File: src/rtl/mips_ctrl_pkg.sv
// mips_ctrl_pkg: state encodings, opcode/funct constants and ALU codes shared by the multicycle controller.
package mips_ctrl_pkg;
    localparam logic [2:0] S_FETCH = 3'd0, S_DECODE = 3'd1, S_EXEC = 3'd2, S_MEM = 3'd3,
                           S_WB = 3'd4, S_HALT = 3'd5, S_ERR = 3'd6;
    localparam logic [5:0] OP_RTYPE = 6'h00, OP_J = 6'h02, OP_JAL = 6'h03, OP_BEQ = 6'h04,
                           OP_BNE = 6'h05, OP_ADDI = 6'h08, OP_ADDIU = 6'h09, OP_ORI = 6'h0d,
                           OP_LUI = 6'h0f, OP_LW = 6'h23, OP_SW = 6'h2b;
    localparam logic [5:0] FN_JR = 6'h08, FN_SYSCALL = 6'h0c, FN_ADD = 6'h20, FN_SUB = 6'h22,
                           FN_AND = 6'h24, FN_OR = 6'h25;
    localparam logic [2:0] ALU_AND = 3'd0, ALU_OR = 3'd1, ALU_ADD = 3'd2, ALU_LUI = 3'd3,
                           ALU_SUB = 3'd6, ALU_SLT = 3'd7;
    typedef struct packed {
        logic rtype;
        logic load;
        logic store;
        logic branch;
        logic jump;
        logic jal;
        logic jr;
        logic alu_src;
    } ctrl_t;
endpackage

File: src/rtl/instr_decode.sv
// instr_decode: maps opcode/funct to static instruction class bits and the ALU operation.
module instr_decode
    import mips_ctrl_pkg::*;
#(
    parameter int ALUOP_W = 3
) (
    input  logic [5:0]         opcode,
    input  logic [5:0]         funcCode,
    output ctrl_t              ctrl,
    output logic               syscall,
    output logic [ALUOP_W-1:0] alu_op
);
    logic rtype, is_lw, is_sw, is_br, is_jal, is_jr, is_addi;
    logic [2:0] code;
    assign rtype   = opcode == OP_RTYPE;
    assign is_lw   = opcode == OP_LW;
    assign is_sw   = opcode == OP_SW;
    assign is_br   = opcode == OP_BEQ || opcode == OP_BNE;
    assign is_jal  = opcode == OP_JAL;
    assign is_jr   = rtype && funcCode == FN_JR;
    assign is_addi = opcode == OP_ADDI || opcode == OP_ADDIU;
    assign syscall = rtype && funcCode == FN_SYSCALL;
    assign ctrl = '{
        rtype:   rtype,
        load:    is_lw,
        store:   is_sw,
        branch:  is_br,
        jump:    opcode == OP_J || is_jal || is_jr,
        jal:     is_jal,
        jr:      is_jr,
        alu_src: is_addi || is_lw || is_sw || opcode == OP_ORI || opcode == OP_LUI
    };
    assign code = rtype ? (funcCode == FN_AND ? ALU_AND :
                           funcCode == FN_OR  ? ALU_OR  :
                           funcCode == FN_ADD ? ALU_ADD :
                           funcCode == FN_SUB ? ALU_SUB : ALU_SLT) :
                  opcode == OP_ORI                ? ALU_OR  :
                  (is_addi || is_lw || is_sw)     ? ALU_ADD :
                  is_br                           ? ALU_SUB :
                  opcode == OP_LUI                ? ALU_LUI : ALU_SLT;
    assign alu_op = ALUOP_W'(code);
endmodule

File: src/rtl/multicycle_control.sv
// multicycle_control: multicycle MIPS control FSM with memory-wait timeout and sticky halt/error status.
module multicycle_control
    import mips_ctrl_pkg::*;
#(
    parameter int ALUOP_W     = 3,
    parameter int MEM_TIMEOUT = 255
) (
    input  logic               clk,
    input  logic               rst,
    input  logic [5:0]         opcode,
    input  logic [5:0]         funcCode,
    input  logic               mem_ready,
    output logic               pc_write,
    output logic               ir_write,
    output logic               regDst,
    output logic               jump,
    output logic               jal,
    output logic               jumpRegister,
    output logic               branch,
    output logic               memRead,
    output logic               memToReg,
    output logic               memWrite,
    output logic               aluSrc,
    output logic               regWrite,
    output logic [ALUOP_W-1:0] aluOp,
    output logic               syscall,
    output logic               halted,
    output logic               mem_err,
    output logic [2:0]         state
);
    localparam int CW = $clog2(MEM_TIMEOUT + 1);
    ctrl_t dec, dq;
    logic [ALUOP_W-1:0] dec_alu, alu_q;
    logic dec_sys, live, timeout, waiting;
    logic f, d, e, m, w;
    logic [2:0] nxt;
    logic [CW-1:0] wait_cnt;
    instr_decode #(.ALUOP_W(ALUOP_W)) u_dec (
        .opcode  (opcode),
        .funcCode(funcCode),
        .ctrl    (dec),
        .syscall (dec_sys),
        .alu_op  (dec_alu)
    );
    assign timeout = wait_cnt == CW'(MEM_TIMEOUT);
    assign waiting = live && (state == S_FETCH || state == S_MEM) && nxt == state;
    always_comb begin
        nxt = state;
        if (live)
            case (state)
                S_FETCH:  nxt = mem_ready ? S_DECODE : timeout ? S_ERR : S_FETCH;
                S_DECODE: nxt = dec_sys ? S_HALT : S_EXEC;
                S_EXEC:   nxt = (dq.load || dq.store) ? S_MEM : (dq.branch || dq.jump) ? S_FETCH : S_WB;
                S_MEM:    nxt = !mem_ready ? (timeout ? S_ERR : S_MEM) : dq.load ? S_WB : S_FETCH;
                S_WB:     nxt = S_FETCH;
                S_HALT:   nxt = S_HALT;
                S_ERR:    nxt = S_ERR;
                default:  nxt = S_FETCH;
            endcase
    end
    // live stays low for the reset-release cycle so every output is 0 until the FSM actually runs
    always_ff @(posedge clk) begin
        if (rst) begin
            state    <= S_FETCH;
            live     <= 1'b0;
            wait_cnt <= '0;
            dq       <= '0;
            alu_q    <= '0;
        end else begin
            live     <= 1'b1;
            state    <= nxt;
            wait_cnt <= waiting ? wait_cnt + 1'b1 : '0;
            if (d) begin
                dq    <= dec;
                alu_q <= dec_alu;
            end
        end
    end
    assign f = live && state == S_FETCH;
    assign d = live && state == S_DECODE;
    assign e = live && state == S_EXEC;
    assign m = live && state == S_MEM;
    assign w = live && state == S_WB;
    assign memRead      = f || (m && dq.load);
    assign memWrite     = m && dq.store;
    assign ir_write     = f && mem_ready;
    assign pc_write     = (f && mem_ready) || (e && dq.jump);
    assign jump         = e && dq.jump;
    assign jal          = e && dq.jal;
    assign jumpRegister = e && dq.jr;
    assign branch       = e && dq.branch;
    assign aluSrc       = e && dq.alu_src;
    assign aluOp        = e ? alu_q : '0;
    assign regWrite     = w || (e && dq.jal);
    assign regDst       = w && dq.rtype;
    assign memToReg     = w && dq.load;
    assign syscall      = d && dec_sys;
    assign halted       = live && state == S_HALT;
    assign mem_err      = live && state == S_ERR;
endmodule
File: config.mk
export PLATFORM = sky130hd
export DESIGN_NAME = multicycle_control
export DESIGN_NICKNAME = d
export VERILOG_FILES = /design/src/rtl/mips_ctrl_pkg.sv /design/src/rtl/instr_decode.sv /design/src/rtl/multicycle_control.sv
export SDC_FILE = /design/constraint.sdc
export NUM_CORES = 1
export LEC_CHECK = 0
export ABC_AREA = 1
export CAP_MARGIN = 20
export CORE_MARGIN = 8
export CORE_UTILIZATION = 43
export CTS_BUF_LIST = sky130_fd_sc_hd__clkbuf_8
export CTS_CLUSTER_SIZE = 16
export DETAILED_ROUTE_END_ITERATION = 6
export GPL_TIMING_DRIVEN = 0
export PLACE_DENSITY_LB_ADDON = 0.2
export SLEW_MARGIN = 20
export SYNTH_ARGS = -nofsm -noshare
export SYNTH_HDL_FRONTEND = slang
export SYNTH_HIERARCHICAL = 1
export SYNTH_SLANG_ARGS = --single-unit
File: constraint.sdc
create_clock -name clk -period 2 [get_ports clk]
set_input_delay 0.3 -clock clk [delete_from_list [all_inputs] [get_ports clk]]
set_output_delay 0.3 -clock clk [all_outputs]
set_load 0.05 [all_outputs]
==> flow_summary.json <==
{
  "r2r_slack_ns": 0.33,
  "rsz0062_at_grt": "false",
  "holdBufCountCts": 0,
  "wl_per_cell_um": 12.1,
  "initial_core_util": 0.452,
  "whs_path_depth": 1,
  "clock-sinks": 23,
  "power_density_nw_per_um2": 510,
  "grt_start_max_net_pins": 14,
  "grt_pass1_vias": 1580,
  "clk_latency_ns": 0.27,
  "slew-limit-headroom": 0.663,
  "clk_path_buf_depth": 2,
  "status": "finished clean",
  "cts_tree": "done",
  "dp_hpwl_um": 3010,
  "htreeDepth": 1,
  "r2r_start": "state[0]",
  "diodes": 0,
  "cts_buffers": 3,
  "hold_class": "reg -> reg",
  "pin_count": 36,
  "worst_ep_arrival_time_ns": 1.63,
  "cpPeakStageDelay_ns": 0.87,
  "setup_viol": 0,
  "start_kind": "flip-flop",
  "drt-total-wl_um": 4050,
  "nets": 307,
  "fillers": 356,
  "fp-row-count": 21,
  "core_area_um2": 3360,
  "root_buffer": "clkbuf_8",
  "syn_avg_cell_area_um2": 6.21,
  "crit_type": "reg -> out",
  "finalClockSkew_ns": 0.00222,
  "gp_congestion": 0.878,
  "ant_nets": 0,
  "synthesis.area_um2": 1520,
  "r2r_end": "wait_cnt[4]",
  "drive_above_1_share": 0.259,
  "ys_seq_area_frac": 0.303,
  "yosys_warnings": 6,
  "remaining_drc_errors": 0,
  "overflow": 0,
  "cp_max_fo": 8,
  "maxCapViolations": 0,
  "via_per_inst": 4.91,
  "rr_worst_depth": 10,
  "required_ns": 1.70,
  "cp_top_family": "buffers and inverters",
  "io_buffers": 35,
  "end_kind": "output pin",
  "fin_setup_tns_ns": 0,
  "path_clk_slew_ns": 0.08,
  "ys_ff_latch": 23,
  "chipWidth_um": 75.5,
  "crit_chain": "clkdlybuf4s50_1",
  "crit_path_top_delay_cell": "clkdlybuf4s50_1",
  "grt_pass1_wl_um": 6780,
  "power_leakage_nw": 0.941,
  "fp.dieH_um": 75.5,
  "dieArea_um2": 5700,
  "syn_to_final_growth_pct": 35.4,
  "synthCells": 245,
  "hp-start": "wait_cnt[0]",
  "vias": 1649,
  "dr.pass1.iters": 4,
  "drtIter0Drc": 104,
  "fin_crit_sh": 0.964,
  "hold_viol_final": 0,
  "hold_ws_ns": 0.447,
  "min_period_ns": 1.93,
  "fin_total_pwr_w": 0.00105,
  "fmax_ghz": 0.519,
  "antenna_found_initial": 0,
  "yosysUniqueCellTypes": 23,
  "grt_usage": 0.152,
  "peakVddDrop_v": 0.000368,
  "worst_slew_pin_slew_ns": 0.504,
  "syn_nets": 261,
  "whs_endpoint": "wait_cnt[0]",
  "final_max_slew_viol_count": 0,
  "cp.buffers_inverters": 1
}
-- sequential cells by signal (all words and copies together), names as in the netlist --
register and flops:
live 1, alu_q 3, wait_cnt 8, state 3
dq 8
-- cells by family (layout without fill, tap and decap cells) --
kind of cell    after synthesis  count (layout)  share of synthesized area
buf+inv                      49              94                      0.141
flops                        23              23                      0.303
simple gates                132             132                      0.396
fa+ha+maj                     1               1                    0.00822
xor+xnor                      6               6                     0.0345
compound gates               34              34                      0.118
-- layout make-up --
cell class                      count  area [um^2]  area share
Clock inverter                      1         5.00     0.00243
Clock buffer                        3         41.3      0.0200
Buffer                             11         72.6      0.0352
Inverter                           37          139      0.0674
Sequential cell                    23          463       0.225
Timing Repair Buffer               42          348       0.169
Tap cell                           46         57.6      0.0279
Multi-Input combinational cell    173          935       0.454
-- metal layers --
metal / wire (um) / GRT usage / up-vias / part of all wire
met2: 2110 / 0.290 / 50 / 0.52
met4: 79 / 0.0597 / 0 / 0.019
met5: 0 / 0 / - / 0
li1: - / - / 860 / -
met1: 1670 / 0.157 / 730 / 0.41
met3: 189 / 0.0289 / 9 / 0.047
-- report_power, final --
part           switching [W]  internal [W]  total [W]
Sequential         0.0000148      0.000478   0.000493
Combinational       0.000173     0.0000912   0.000264
Clock               0.000155      0.000139   0.000294
Total               0.000343      0.000708    0.00105
-- cell usage in the layout, fill, tap and decap left out, drive strengths merged, types with 2 or more instances in the layout --
master	count
clkdlybuf4s50	6
nand4	5
nor2	59
clkbuf	8
dfxtp	23
xor2	3
inv	37
xnor2	3
nand2	35
clkdlybuf4s15	3
dlygate4sd2	5
buf	28
nor3	6
a21oi	14
a211oi	2
nand3	27
dlymetal6s2s	5
o21ai	17
-- Yosys cell counts --
master | instances | area [um^2]
nor2_4 | 3 | 33.8
o22ai_1 | 1 | 6.26
nor3_1 | 6 | 30.0
xor2_1 | 3 | 26.3
o21ai_2 | 1 | 8.76
nand2_2 | 6 | 37.5
buf_6 | 1 | 11.3
inv_1 | 35 | 131
nand3_2 | 2 | 20.0
clkbuf_1 | 5 | 18.8
ha_1 | 1 | 12.5
buf_4 | 6 | 45.0
nor2_1 | 54 | 203
a21oi_1 | 14 | 70.1
dfxtp_1 | 23 | 460
o21ai_0 | 16 | 80.1
nand4_1 | 5 | 31.3
inv_2 | 2 | 7.51
nand2_1 | 29 | 109
nand3_1 | 25 | 125
nor2_2 | 2 | 12.5
xnor2_1 | 3 | 26.3
a211oi_1 | 2 | 15.0
-- worst max-delay path by stage --
stage | from | endpoint | slack [ns] | depth (start not counted)
final | state[0] | state[0] | 0.07 | 1
after global routing | live | halted | 0.004 | 4
after CTS | funcCode[4] | syscall | -0.05 | 7
after detailed placement | opcode[3] | syscall | -0.90 | 7
after global placement | opcode[3] | syscall | -0.86 | 7
after floorplan | state[2] | regWrite | -0.09 | 4
-- through the flow --
step / area [um^2] / utilization / instances / setup slack, ns
3_5_place_dp: 1970 / 0.587 / 326 / -0.897
3_3_place_gp: 1970 / 0.587 / 326 / -0.862
2_1_floorplan: 1570 / - / 245 / -0.0927
5_1_grt: 2060 / 0.613 / 336 / 0.00361
4_1_cts: 2100 / 0.624 / 334 / -0.0498
6_report: 2060 / 0.613 / 336 / 0.0726
-- what timing repair did --
| action | CTS | global route |
|---|---|---|
| buffers inserted | 5 | 2 |
| setup endpoints to repair | 26 | 25 |
| resized for setup | 77 | 38 |
| pin swaps | 10 | 7 |
Power figures use the tool's default switching activity.
